==> src/rtl/pic_pkg.sv <==
// Shared types and constants for the PIC read/write control logic.
package pic_pkg;

  // Initialization sequence states
  typedef enum logic [1:0] {
    READY     = 2'd0,
    WAIT_ICW2 = 2'd1,
    WAIT_ICW3 = 2'd2,
    WAIT_ICW4 = 2'd3
  } init_state_t;

  // Read source encodings handed to the data bus buffer
  localparam logic [1:0] SEL_IRR = 2'b00;
  localparam logic [1:0] SEL_ISR = 2'b01;
  localparam logic [1:0] SEL_IMR = 2'b10;

  // Register reset values; OCW3 comes up selecting IRR reads
  localparam logic [7:0] OCW3_RST = 8'h02;
  localparam logic [7:0] REG_RST  = 8'h00;

endpackage

==> src/rtl/pic_strobe_sync.sv <==
// Per-bit strobe sampler. RW_SYNC_EN defined: 2-flop synchronizer for
// asynchronous CPU pins. Undefined: one register stage for pins already
// synchronous to clk. Inputs are expected active-high (idle = 0).
module pic_strobe_sync #(
  parameter int WIDTH = 4
) (
  input  logic             clk,
  input  logic             rst_n,
  input  logic [WIDTH-1:0] din,
  output logic [WIDTH-1:0] dout
);

`ifdef RW_SYNC_EN
  localparam int DEPTH = 2;
`else
  localparam int DEPTH = 1;
`endif

  logic [WIDTH-1:0] stage_reg [DEPTH];

  // First stage samples the raw pins
  always_ff @(posedge clk or negedge rst_n) begin
    if (!rst_n) stage_reg[0] <= '0;
    else        stage_reg[0] <= din;
  end

  genvar gi;
  generate
    for (gi = 1; gi < DEPTH; gi++) begin : g_stage
      // Additional metastability-settling stages
      always_ff @(posedge clk or negedge rst_n) begin
        if (!rst_n) stage_reg[gi] <= '0;
        else        stage_reg[gi] <= stage_reg[gi-1];
      end
    end
  endgenerate

  assign dout = stage_reg[DEPTH-1];

endmodule

==> src/rtl/pic_read_write_logic.sv <==
// 8259A-style read/write control: samples CPU strobes, produces RD/WR
// flags, captures written bytes and runs the ICW1-ICW4 init sequence.
// Strobe sampling depth is set by the RW_SYNC_EN macro in pic_strobe_sync.
module pic_read_write_logic
  import pic_pkg::*;
(
  input  logic       clk,
  input  logic       rst_n,
  input  logic       cs_n,
  input  logic       rd_n,
  input  logic       wr_n,
  input  logic       a0,
  input  logic [7:0] ds_in,
  output logic       rd_flag,
  output logic       wr_flag,
  output logic [1:0] read_sel,
  output logic [7:0] icw1,
  output logic [7:0] icw2,
  output logic [7:0] icw3,
  output logic [7:0] icw4,
  output logic [7:0] imr,
  output logic [7:0] ocw2,
  output logic [7:0] ocw3,
  output logic       icw1_stb,
  output logic       ocw2_stb,
  output logic       ocw3_stb,
  output logic       init_done
);

  logic [3:0]  samp;
  logic        s_cs, s_rd, s_wr, s_a0;
  logic        wr_flag_q;
  logic [7:0]  data_reg;
  logic        a0_reg;
  logic        commit, is_icw1;
  logic        ld_icw2, ld_icw3, ld_icw4, ld_imr, ld_ocw2, ld_ocw3;
  init_state_t state_reg, state_next;

  // Strobes are inverted to active-high so the sampler resets to "idle"
  pic_strobe_sync #(.WIDTH(4)) u_sync (
    .clk   (clk),
    .rst_n (rst_n),
    .din   ({~cs_n, ~rd_n, ~wr_n, a0}),
    .dout  (samp)
  );

  assign s_cs = samp[3];
  assign s_rd = samp[2];
  assign s_wr = samp[1];
  assign s_a0 = samp[0];

  // Overlapping RD/WR blocks both flags
  assign rd_flag  = s_cs & s_rd & ~s_wr;
  assign wr_flag  = s_cs & s_wr & ~s_rd;
  assign read_sel = s_a0 ? SEL_IMR : (ocw3[0] ? SEL_ISR : SEL_IRR);

  // A commit needs WR# to be the strobe that ended the cycle while CS# held
  assign commit  = wr_flag_q & ~s_wr & s_cs;
  assign is_icw1 = commit & ~a0_reg & data_reg[4];

  // Capture the write byte/address every cycle the write flag is active
  always_ff @(posedge clk or negedge rst_n) begin
    if (!rst_n) begin
      wr_flag_q <= 1'b0;
      data_reg  <= REG_RST;
      a0_reg    <= 1'b0;
    end else begin
      wr_flag_q <= wr_flag;
      if (wr_flag) begin
        data_reg <= ds_in;
        a0_reg   <= s_a0;
      end
    end
  end

  // Init FSM state register
  always_ff @(posedge clk or negedge rst_n) begin
    if (!rst_n) state_reg <= READY;
    else        state_reg <= state_next;
  end

  // Next-state and register-load decode for a committed write
  always_comb begin
    state_next = state_reg;
    ld_icw2    = 1'b0;
    ld_icw3    = 1'b0;
    ld_icw4    = 1'b0;
    ld_imr     = 1'b0;
    ld_ocw2    = 1'b0;
    ld_ocw3    = 1'b0;
    if (is_icw1) begin
      state_next = WAIT_ICW2;
    end else if (commit) begin
      unique case (state_reg)
        WAIT_ICW2: if (a0_reg) begin
          ld_icw2 = 1'b1;
          if (!icw1[1])    state_next = WAIT_ICW3;
          else if (icw1[0]) state_next = WAIT_ICW4;
          else              state_next = READY;
        end
        WAIT_ICW3: if (a0_reg) begin
          ld_icw3    = 1'b1;
          state_next = icw1[0] ? WAIT_ICW4 : READY;
        end
        WAIT_ICW4: if (a0_reg) begin
          ld_icw4    = 1'b1;
          state_next = READY;
        end
        READY: begin
          if (a0_reg)                     ld_imr  = 1'b1;
          else if (data_reg[4:3] == 2'b00) ld_ocw2 = 1'b1;
          else if (data_reg[4:3] == 2'b01) ld_ocw3 = 1'b1;
        end
        default: ;
      endcase
    end
  end

  // ICW/OCW registers, commit pulses and init_done tracking
  always_ff @(posedge clk or negedge rst_n) begin
    if (!rst_n) begin
      icw1      <= REG_RST;
      icw2      <= REG_RST;
      icw3      <= REG_RST;
      icw4      <= REG_RST;
      imr       <= REG_RST;
      ocw2      <= REG_RST;
      ocw3      <= OCW3_RST;
      icw1_stb  <= 1'b0;
      ocw2_stb  <= 1'b0;
      ocw3_stb  <= 1'b0;
      init_done <= 1'b0;
    end else begin
      icw1_stb <= is_icw1;
      ocw2_stb <= ld_ocw2;
      ocw3_stb <= ld_ocw3;
      if (is_icw1) begin
        icw1      <= data_reg;
        imr       <= REG_RST;
        icw4      <= REG_RST;
        ocw3      <= OCW3_RST;
        init_done <= 1'b0;
      end else begin
        if (ld_icw2) icw2 <= data_reg;
        if (ld_icw3) icw3 <= data_reg;
        if (ld_icw4) icw4 <= data_reg;
        if (ld_imr)  imr  <= data_reg;
        if (ld_ocw2) ocw2 <= data_reg;
        // RR/RIS bits only change when RR is set in the written word
        if (ld_ocw3) ocw3 <= {data_reg[7:2], data_reg[1] ? data_reg[1:0] : ocw3[1:0]};
        if (state_reg != READY && state_next == READY) init_done <= 1'b1;
      end
    end
  end

endmodule

==> config.mk <==
export PLATFORM = sky130hd
export DESIGN_NAME = pic_read_write_logic
export DESIGN_NICKNAME = d
export VERILOG_FILES = /design/src/rtl/pic_pkg.sv /design/src/rtl/pic_strobe_sync.sv /design/src/rtl/pic_read_write_logic.sv
export SDC_FILE = /design/constraint.sdc
export NUM_CORES = 1
export LEC_CHECK = 0
export ABC_AREA = 1
export BUFFER_PORTS_ARGS = -buffer_cell sky130_fd_sc_hd__buf_2
export CELL_PAD_IN_SITES_DETAIL_PLACEMENT = 1
export CELL_PAD_IN_SITES_GLOBAL_PLACEMENT = 2
export CORE_UTILIZATION = 31
export CTS_CLUSTER_DIAMETER = 60
export DETAILED_ROUTE_END_ITERATION = 16
export HOLD_SLACK_MARGIN = 0.15
export PLACE_DENSITY = 0.81
export SYNTH_ARGS = -nofsm -noshare
export SYNTH_HDL_FRONTEND = slang
export SYNTH_SLANG_ARGS = --single-unit
==> constraint.sdc <==
create_clock -name clk -period 1.8 [get_ports clk]
set_input_delay 0 -clock clk [delete_from_list [all_inputs] [get_ports clk]]
set_output_delay 0 -clock clk [all_outputs]
set_load 0.02 [all_outputs]
==> results by group, run 1 <==
Setup path
  – Crit path max fanout: 13
  – Critical Path End Type: register
  – Crit path buffers/inverters: 1
  – Cell Chain, Critical Path: nor2_2 -> nand2_1 -> nor2_1 -> nand3_1 -> inv_1 -> nor2_1
  – Most frequent CP cell: nor2_1
  – CP Data Required Time: 2.05 ns
  – Slowest cell on the critical path: dfrtp_1
  – Critical Path AT: 1.85 ns
  – CP max stage delay: 0.47 ns
  – CP top delay family: simple AND/OR/NAND/NOR gates
  – Crit path kind: register to register
  – Startpoint types: register

Placement
  – DP HPWL: 5227 um
  – Number of port buffers: 76
  – Post-Place Cells: 467
  – GPL Wtd Cong: 0.7628

Die
  – Number of I/O pins: 78
  – Die area: 9628 um^2
  – Die X: 98.12 um
  – Chip height: 98.12 um
  – Row count: 34
  – Starting density of the core: 32.37%
  – Core area: 8848 um^2

Synth
  – Cells after Synth: 289
  – Post-Syn Nets: 303
  – Largest family of logic cells by synthesized area: simple AND/OR/NAND/NOR gates
  – Synth Area in Adders: 0%
  – Mux cell area share after synthesis: 0%
  – Compound-cell area share of the yosys netlist: 10.48%
  – Syn_area_per_cell: 9.910 um^2
  – Post-Syn Area: 2864 um^2
  – Synth warn: 0
  – Synth Area in Simple Gates: 17.26%
  – Sequential share of the synthesized area: 65.53%
  – Synth Area in XOR/XNOR: 0%
  – Synth unique cells: 21
  – Synthesized flop and latch total: 75

Cells and area
  – Diode count: 0
  – Final core utilization: 42.34%
  – Fin nets: 397
  – Area growth syn-to-layout: 30.80%
  – FILL cells: 1031
  – Final Non-Filler Cells: 496
  – Fraction of final layout cells sized beyond drive strength 1: 28.35%

Routing
  – First-pass DRT Iterations: 10
  – Post-route ant nets: 0
  – Via density: 4.617
  – WL/cell: 15.01 um
  – Drc violations: 8
  – DRT iter0 DRCs: 74
  – WL final: 7446 um
  – Via count: 2290

STA
  – Final period util: 88.65%
  – Crit path time final: 1.596 ns
  – Clk_skew: 0.007678 ns
  – Setup-failing EPs final: 0
  – RSZ-0062 raised after global routing: false
  – Max-slew violations: 0
  – Relative max-transition margin: 55.68%
  – Worst hold slack: 0.2171 ns
  – Worst Max-Slew Pin Slew: 0.6649 ns
  – TNS Setup: 0 ns
  – Max Clk Rate: 626.7 MHz
  – Hold Vio Cnt, Final: 0

Worst hold path
  – Worst min path class: input pin to async pin

Clock tree
  – H-tree levels: 3
  – Post_cts resized: 0
  – CTS Buf Count: 9
  – Clk sink count: 75
  – Root buf cell: clkbuf_8
  – CTS tree: yes
  – CTS Buffer Depth: 2
  – CTS clk-pin slew, worst paths: 0.08 ns
  – Clk_lat worst skew: 0.36 ns

Status
  – Run status: complete, but fails checks
  – Failing checks: design-rule violations

Global routing
  – First-pass GRT wire length: 12140 um
  – Largest net degree at the start of global routing: 52
  – Vias in the first global route: 2283
  – Total grt overflow: 0
  – Initial antenna violation count: 0
  – GRT Total Usage: 16.52%

Power and ir drop
  – P per Cell Area: 1240 nW/um^2
  – Leakage: 2.005 nW
  – Tot Pwr: 4.645 mW
  – Max rail drop VDD: 0.4995 mV

Run
  – Max Cap Viol: 0
==> synthesized netlist by cell type <==
cell      number  share of area [%]
dfrtp_1       75                 66
nand2_1       72                9.4
o21ai_0       41                7.2
inv_1         26                3.4
nand3_1       18                3.1
o21ai_1       18                3.1
nor2_1         8                1.0
buf_2          7                1.2
inv_2          3               0.39
nand3_2        3                1.0
nand4_1        3               0.66
nor2_2         3               0.66
buf_4          2               0.52
buf_6          2               0.79
clkbuf_1       2               0.26
a21oi_1        1               0.17
and3_1         1               0.22
conb_1         1               0.13
nand4_2        1               0.44
nor2_4         1               0.39
or2_1          1               0.22
==> layout by cell type (no fill, tap or decap), drive strengths merged <==
cell         Yosys  final
inv             29     30
clkinvlp         0      1
nand3           21     21
dlygate4sd3      0     13
a21oi            1      1
and3             1      1
or2              1      1
nand2           72     72
dfrtp           75     75
clkinv           0      1
nand4            4      4
buf             11     83
nor2            12     12
conb             1      1
o21ai           59     59
clkbuf           2     10
bufinv           0      3
==> per-layer routing <==
layer  global-route usage, %  routed length [um]
met5                       0                   0
met4                   4.895                  78
met3                   5.011                 365
met2                   26.00                3437
met1                   21.96                3564
==> worst paths after layout <==
kind	slack, ns	end	start	cells past startpoint
setup / recovery	0.20	ocw2[4]	state_reg[1]	6
max in group asynchronous	1.02	icw1[3]	rst_n	3
hold / removal	0.22	icw4[3]	rst_n	2
hold reg to reg	0.47	icw1[4]	icw1[4]	1
min in group clk	0.29	u_sync.dout[0]	a0	2
setup reg to reg	0.20	ocw2[4]	state_reg[1]	6
==> through the flow <==
| step | instance area [um^2] | setup slack (ns) |
|---|---|---|
| detailed placement | 3367 | 0.2360 |
| floorplan | 2864 | 0.4548 |
| CTS | 3746 | 0.2149 |
| global route | 3746 | 0.01233 |
| finish | 3746 | 0.2043 |
| global placement | 3367 | 0.3407 |
==> report_power, final <==
part / total (mW) / leakage (nW) / internal, mW / switching [mW]
logic: 0.938 / 0.886 / 0.315 / 0.623
clock network: 1.60 / 0.123 / 0.961 / 0.642
registers: 2.10 / 0.996 / 1.93 / 0.179
total: 4.64 / 2.01 / 3.20 / 1.44
==> cells by family (layout without fill, tap and decap cells) <==
family	after synthesis	in the layout
AND/OR/NAND/NOR	111	111
flip-flops	75	75
AO/OA/AOI/OAI	60	60
buffers and inverters	42	141
other	1	1
==> cell type report <==
cell class | count | area, um^2 | share of cell area, %
flip-flops and latches | 75 | 1877 | 50.10
multi-input cells | 172 | 798.3 | 21.31
repair buffers | 96 | 578.1 | 15.43
clock buffers | 10 | 137.6 | 3.674
well taps | 108 | 135.1 | 3.607
clock inverters | 6 | 111.4 | 2.973
inverters | 29 | 108.9 | 2.906
==> repair_timing <==
action | in CTS | in global routing
hold buffers | 13 | 0
endpoints found under the hold margin | 87 | 0
buffers inserted | 0 | 0
(Power assumes the default switching activity.)
==> run 2: changes to the inputs <==
--- a/config.mk
+++ b/config.mk
@@ -9,11 +9,14 @@
 export BUFFER_PORTS_ARGS = -buffer_cell sky130_fd_sc_hd__buf_2
 export CELL_PAD_IN_SITES_DETAIL_PLACEMENT = 1
 export CELL_PAD_IN_SITES_GLOBAL_PLACEMENT = 2
+export CORE_ASPECT_RATIO = 0.9
 export CORE_UTILIZATION = 31
 export CTS_CLUSTER_DIAMETER = 60
 export DETAILED_ROUTE_END_ITERATION = 16
+export GPL_TIMING_DRIVEN = 0
 export HOLD_SLACK_MARGIN = 0.15
 export PLACE_DENSITY = 0.81
+export SETUP_SLACK_MARGIN = 0.15
 export SYNTH_ARGS = -nofsm -noshare
 export SYNTH_HDL_FRONTEND = slang
 export SYNTH_SLANG_ARGS = --single-unit
==> run 2 against run 1 <==
Effect of this change:
- the run now ends clean
- sequential share of layout area fell by 0.73 points
- critical endpoint is now imr[7]
- first-iteration DRC count fell by 43%
- critical path depth grew 1
- die area about the same
- non-clock buffer count grew 16
- hold slack lost 0.056 ns
- largest power group unchanged
==> results by group, run 2 (same netlist as run 1, synthesis figures left out) <==
Power and ir drop
  – Comb power frac: 22.5% (+2.3 points)
  – P per Cell Area: 1109 nW/um^2 (-11%)
  – Switching fraction of total power: 34.04% (+3.0 points)
  – Max rail drop VDD: 0.4213 mV (-16%)
  – Part of the power in registers: 49.8% (+4.5 points)
  – Sw power: 1.436 mW (-0.52%)
  – Leakage: 2.029 nW (+1.2%)
  – Clk pwr share: 27.7% (-6.8 points)
  – Cell-internal power: 2.781 mW (-13%)

Setup path
  – CP Data Required Time: 2.03 ns (-0.02 ns)
  – Cell Chain, Critical Path: nand2_1 -> nor2_4 -> buf_4 -> nand3_2 -> buf_2 -> nand3_1 -> o21ai_0
  – Slowest cell on the critical path: dfrtp_1
  – Crit path kind: register to register
  – CP max stage delay: 0.38 ns (-0.09 ns)
  – Startpoint types: register
  – Critical Path AT: 1.81 ns (-0.04 ns)
  – Crit path max fanout: 10 (-3)
  – Critical Path End Type: register

STA
  – Crit path time final: 1.579 ns (-0.01677 ns)
  – Clk_skew: 0.008587 ns (+0.0009093 ns)
  – RSZ-0062 raised after global routing: true
  – Max Clk Rate: 633.4 MHz (+1.1%)
  – Hold Vio Cnt, Final: 0 (unchanged)
  – Setup-failing EPs final: 0 (unchanged)
  – TNS Setup: 0 ns (unchanged)
  – Max-slew violations: 0 (unchanged)
  – Final period util: 87.72% (-0.93 points)

Cells and area
  – Area growth syn-to-layout: 32.72%
  – Fraction of final layout cells sized beyond drive strength 1: 30.94% (+2.6 points)
  – Fin nets: 413 (+4.0%)
  – Register area: 1877 um^2 (unchanged)
  – Multi-input gate area: 803.3 um^2 (+0.63%)
  – Most common cell after layout, fill and taps aside: buf_2
  – Most frequent cells in the layout: buf_2, dfrtp_1, nand2_1
  – Diode count: 0 (unchanged)
  – FILL cells: 1032 (+0.097%)
  – Final core utilization: 43.35% (+1.0 points)

Die
  – Die area: 9627 um^2 (about the same)
  – Number of I/O pins: 78 (unchanged)
  – Starting density of the core: 32.66% (+0.30 points)
  – Chip height: 93.19 um (-5.0%)
  – Row count: 32 (-5.9%)
  – Core area: 8768 um^2 (-0.91%)
  – Die X: 103.3 um (+5.3%)

Worst hold path
  – Worst min path class: input pin to async pin

Clock tree
  – CTS clk-pin slew, worst paths: 0.08 ns (about the same)
  – Root buf cell: clkbuf_8
  – Clk sink count: 75 (unchanged)
  – H-tree levels: 3 (unchanged)
  – CTS Buffer Depth: 2 (unchanged)
  – CTS tree: yes
  – Clk_lat worst skew: 0.35 ns (about the same)
  – CTS Buf Count: 9 (unchanged)

Global routing
  – Largest net degree at the start of global routing: 41 (-21%)
  – Initial antenna violation count: 0 (unchanged)
  – Vias in the first global route: 2394 (+4.9%)
  – First-pass GRT wire length: 12230 um (+0.73%)
  – Total grt overflow: 0 (unchanged)
  – GRT Total Usage: 17.29% (+0.77 points)

Placement
  – Number of port buffers: 76 (unchanged)
  – GPL Wtd Cong: 0.7707 (+1.0%)
  – DP HPWL: 5498 um (+5.2%)

Routing
  – WL final: 7689 um (+3.3%)
  – DRT iter0 DRCs: 42 (-43%)
  – Via count: 2353 (+2.8%)
  – WL/cell: 14.70 um (-2.1%)
  – First-pass DRT Iterations: 4 (-6)
  – Via density: 4.499 (-2.6%)
  – Post-route ant nets: 0 (unchanged)
  – Drc violations: 0 (-8)

Run
  – Max Cap Viol: 0 (unchanged)

Status
  – Run status: finished clean
-- run 2: path summary, 6_finish.rpt --
check	start	to	slack, ns	cells past startpoint
max	u_sync.dout[3]	imr[7]	0.22	7
min	rst_n	u_sync.dout[2]	0.16	2
max reg2reg	u_sync.dout[3]	imr[7]	0.22	7
min reg2reg	icw1[4]	icw1[4]	0.47	1
max in group asynchronous	rst_n	state_reg[1]	1.06	3
min in group clk	a0	u_sync.dout[0]	0.31	2
-- run 2: critical path: cells and delay by family (launching register included) --
family	cells	cell delay, ns
buffers and inverters	2	0.41
DFF	1	0.38
and+or+nand+nor	4	0.59
AOI/OAI and AO/OA	1	0.08
-- run 2: metal layers --
layer,routed length [um],GRT usage [%],up-vias
met3,407,5.680,12
met2,3630,27.39,57
met5,0,0,-
met1,3541,22.39,1134
met4,110,5.282,0
li1,-,-,1150
-- run 2: layout make-up --
| class | count | share of cell area [%] |
|---|---|---|
| Multi-Input combinational cell | 172 | 21.13 |
| Inverter | 29 | 2.864 |
| Clock inverter | 6 | 1.086 |
| Timing Repair Buffer | 99 | 15.80 |
| Buffer | 13 | 2.205 |
| Clock buffer | 10 | 3.621 |
| Sequential cell | 75 | 49.37 |
| Tap cell | 119 | 3.917 |
-- run 2: power by group through the flow --
stage	combinational, mW	clock (mW)	sequential, mW
after floorplan	0.327	0	2.34
after global placement	0.899	0	2.13
after detailed placement	0.932	0	2.13
after CTS	0.956	1.21	2.10
after global routing	1.05	1.30	2.13
final	0.948	1.17	2.10
-- run 2: timing repair --
| item | in CTS | in global routing |
|---|---|---|
| pin swaps | 0 | 2 |
| hold buffers | 13 | 0 |
| setup endpoints to repair | 1 | 12 |
| buffers inserted | 0 | 9 |
| resized for setup | 3 | 1 |
| endpoints found under the hold margin | 87 | 0 |
-- run 2: stage by stage --
step           power [mW]  setup slack (ns)  cells  hold WS (ns)  area [um^2]
5_1_grt             4.478            0.1077    523        0.1912         3801
3_5_place_dp        3.062            0.1939    485     -0.008883         3416
6_report            4.217            0.2211    523        0.1607         3801
4_1_cts             4.268            0.1911    514        0.1585         3734
3_3_place_gp        3.030            0.2263    484        0.1111         3393
2_1_floorplan       2.668            0.4548    289       -0.2956         2864
==> run 3: changes to the inputs <==
--- a/config.mk
+++ b/config.mk
@@ -5,12 +5,12 @@
 export SDC_FILE = /design/constraint.sdc
 export NUM_CORES = 1
 export LEC_CHECK = 0
-export ABC_AREA = 1
+export ABC_AREA = 0
 export BUFFER_PORTS_ARGS = -buffer_cell sky130_fd_sc_hd__buf_2
 export CELL_PAD_IN_SITES_DETAIL_PLACEMENT = 1
 export CELL_PAD_IN_SITES_GLOBAL_PLACEMENT = 2
 export CORE_ASPECT_RATIO = 0.9
-export CORE_UTILIZATION = 31
+export CORE_UTILIZATION = 33
 export CTS_CLUSTER_DIAMETER = 60
 export DETAILED_ROUTE_END_ITERATION = 16
 export GPL_TIMING_DRIVEN = 0
==> run 3 against run 2 <==
Effect of this change:
- clock power fell by 7%
- hold slack gained 0.17 ns
- final area up 3.5%
- core utilization grew 2.1 points
- maximum frequency shrank 1.0%
- sequential share of layout area down 1.6 points
- synthesized cell count fell by 11%
- non-clock buffer count decreased by 1
- largest cell class unchanged
- worst setup slack worse by 0.017 ns
- sequential power decreased by 2%
- register-to-register slack lost 0.02 ns
- count of clock-buffer cells in the layout is the same
==> results by group, run 3 <==
Status
  – Run status: finished clean

Setup path
  – Crit path kind: register to register
  – CP Data Required Time: 2.02 ns (about the same)
  – Critical Path AT: 1.81 ns (about the same)
  – Reg2reg setup slack: 0.20 ns (-0.02 ns)
  – Critical Path End Type: register
  – Worst r2r path cells: 6 (-1)
  – Startpoint types: register
  – Crit path max fanout: 7 (-3)

Synth
  – Largest family of logic cells by synthesized area: simple AND/OR/NAND/NOR gates
  – Ys async rst share: 100.0% (unchanged)
  – Synth warn: 0 (unchanged)
  – Top cells by area, synth: dfrtp_1, nand2_1, mux2_2
  – Synth Area in Simple Gates: 17.12% (-0.13 points)
  – Compound-cell area share of the yosys netlist: 5.188% (-5.3 points)
  – Mux cell area share after synthesis: 10.71% (+11 points)
  – Sequential share of the synthesized area: 63.26% (-2.3 points)
  – Post-Syn Nets: 270 (-11%)
  – Synth top cells by count: dfrtp_1, nand2_1, mux2_2
  – Post-synth top area share: 63.26% (-2.3 points)
  – Synth Area in Adders: 0% (unchanged)
  – Synth Area in XOR/XNOR: 0% (unchanged)
  – Synthesized flop and latch total: 75 (unchanged)
  – Ys flop type: dfrtp_1
  – Synth unique cells: 37 (+76%)
  – Post-synth EDFFs: 0 (unchanged)
  – Dominant cell by count in the synthesized netlist: dfrtp_1
  – Post-Syn Area: 2967 um^2 (+3.6%)
  – Syn_area_per_cell: 11.59 um^2 (+17%)
  – Post-synth top area cell: dfrtp_1
  – Cells after Synth: 256 (-11%)

Global routing
  – Grt met3 use: 4.649% (-1.0 points)
  – Total grt overflow: 0 (unchanged)
  – Met2 Usage GRT: 26.30% (-1.1 points)
  – Grt met1 use: 24.09% (+1.7 points)
  – GRT Total Usage: 17.37% (+0.079 points)
  – Vias in the first global route: 2287 (-4.5%)
  – Largest net degree at the start of global routing: 58 (+41%)
  – Initial antenna violation count: 0 (unchanged)
  – GR peak layer: met2
  – First-pass GRT wire length: 11930 um (-2.4%)

Run
  – Max Cap Viol: 0 (unchanged)

Clock tree
  – Clk sink count: 75 (unchanged)
  – CTS Buf Count: 9 (unchanged)
  – CTS tree: yes
  – Clk_lat worst skew: 0.34 ns (about the same)
  – CTS Buffer Depth: 2 (unchanged)
  – Root buf cell: clkbuf_8
  – CTS clk-pin slew, worst paths: 0.08 ns (about the same)
  – H-tree levels: 3 (unchanged)

Cells and area
  – FILL cells: 990 (-4.1%)
  – Fin nets: 380 (-8.0%)
  – Area growth syn-to-layout: 32.60% (about the same)
  – Most common cell after layout, fill and taps aside: buf_2
  – Fraction of final layout cells sized beyond drive strength 1: 37.30% (+6.4 points)
  – Most frequent cells in the layout: buf_2, dfrtp_1, nand2_1
  – Diode count: 0 (unchanged)

Worst hold path
  – Worst min path class: input pin to register
  – Hold path cells: 3

Die
  – Core area: 8648 um^2 (-1.4%)
  – Die area: 9373 um^2 (-2.6%)
  – Chip height: 91.95 um (-1.3%)
  – Row count: 32 (unchanged)
  – Number of I/O pins: 78 (unchanged)
  – Die X: 101.9 um (-1.3%)
  – Starting density of the core: 34.30% (+1.6 points)

Routing
  – First-pass DRT Iterations: 4 (unchanged)
  – Drc violations: 0 (unchanged)
  – Via count: 2229 (-5.3%)
  – DRT iter0 DRCs: 31 (-26%)
  – Via density: 4.558 (+1.3%)
  – WL final: 7443 um (-3.2%)
  – Post-route ant nets: 0 (unchanged)
  – WL/cell: 15.22 um (+3.5%)

STA
  – Setup-failing EPs final: 0 (unchanged)
  – Max Clk Rate: 626.8 MHz (-1.0%)
  – Final period util: 88.64% (+0.92 points)
  – Worst setup margin: 0.2045 ns (-0.01657 ns)
  – Max-slew violations: 0 (unchanged)
  – Clk_skew: 0.008302 ns (-0.0002851 ns)
  – Crit path time final: 1.595 ns (+0.01657 ns)
  – Hold Vio Cnt, Final: 0 (unchanged)
  – TNS Setup: 0 ns (unchanged)
  – RSZ-0062 raised after global routing: true

Placement
  – DP HPWL: 5111 um (-7.1%)
  – GPL Wtd Cong: 0.7344 (-4.7%)
  – Number of port buffers: 76 (unchanged)
  – Dpl ws: 0.07766 ns (-0.1163 ns)

Power and ir drop
  – Max rail drop VDD: 0.4205 mV (-0.21%)
  – P per Cell Area: 996.7 nW/um^2 (-10%)
  – Leakage: 2.191 nW (+8.0%)
[run 3: cell count changes after synthesis, moves of 3 or more]
cell	change
nor2b_1	+6
o21ai_1	-17
nand3_1	-15
mux2_2	+16
a21oi_1	+12
nand4_1	-3
nor2_2	-3
buf_2	-3
inv_1	-19
o21ai_0	-33
mux2i_1	+7
nand2_1	-3
mux2_1	+6
[run 3: what timing repair did]
| item | CTS | global route |
|---|---|---|
| setup buffers | 6 | 2 |
| setup endpoints to repair | 41 | 26 |
| resized for setup | 6 | 10 |
| hold endpoints to repair | 87 | 18 |
| hold buffers | 14 | 1 |
| pin swaps | 3 | 3 |
[run 3: final cells by class]
| cell class | instances | area, um^2 | area share [%] |
|---|---|---|---|
| buffer | 12 | 95.09 | 2.417 |
| tap | 119 | 148.9 | 3.785 |
| clock buffer | 10 | 127.6 | 3.244 |
| timing repair buffer | 99 | 626.9 | 15.94 |
| clock inverter | 5 | 31.28 | 0.7952 |
| multi-input combinational | 161 | 994.7 | 25.29 |
| inverter | 8 | 30.03 | 0.7634 |
| sequential | 75 | 1879 | 47.77 |
[run 3: through the flow]
| step | instances | hold slack (ns) | total power [mW] | util, % | instance area, um^2 |
|---|---|---|---|---|---|
| 3_3_place_gp | 451 | 0.1245 | 2.785 | 40.42 | 3496 |
| 3_5_place_dp | 452 | -0.08791 | 2.815 | 40.77 | 3526 |
| 6_report | 489 | 0.3303 | 3.921 | 45.49 | 3934 |
| 4_1_cts | 487 | 0.1954 | 3.977 | 45.07 | 3897 |
| 5_1_grt | 489 | 0.3094 | 4.131 | 45.49 | 3934 |
| 2_1_floorplan | 256 | -0.2956 | 2.486 | - | 2967 |
[run 3: worst max-delay path, cell delays in order (launching register included)]
cell and delay [ns]:
dfrtp_1 0.39, buf_6 0.13, nor4_4 0.26, nand2_2 0.11
nor2_4 0.14, buf_12 0.13, mux2_1 0.32
[run 3: routing by layer]
metal / up-vias / part of all wire, %
met5: - / 0
met4: 0 / 1.4
met3: 10 / 5.0
met2: 57 / 45
met1: 1100 / 48
li1: 1062 / -
[run 3: cell families after synthesis]
family / count (synthesis)
AOI/OAI and AO/OA: 27
DFF: 75
buffers and inverters: 20
other: 1
muxes: 29
and+or+nand+nor: 104
[run 3: final timing paths]
kind / from / endpoint
max in group asynchronous: rst_n / a0_reg
max reg2reg: state_reg[1] / ocw2[6]
min in group asynchronous: rst_n / icw1[3]
min reg2reg: icw1[4] / icw1[4]
min: cs_n / u_sync.dout[3]
max: state_reg[1] / ocw2[6]
[run 3: report_power, final]
group	switching (mW)	total [mW]	internal (mW)
registers	0.171	2.05	1.88
clock network	0.603	1.09	0.488
logic	0.470	0.781	0.311
total	1.24	3.92	2.68
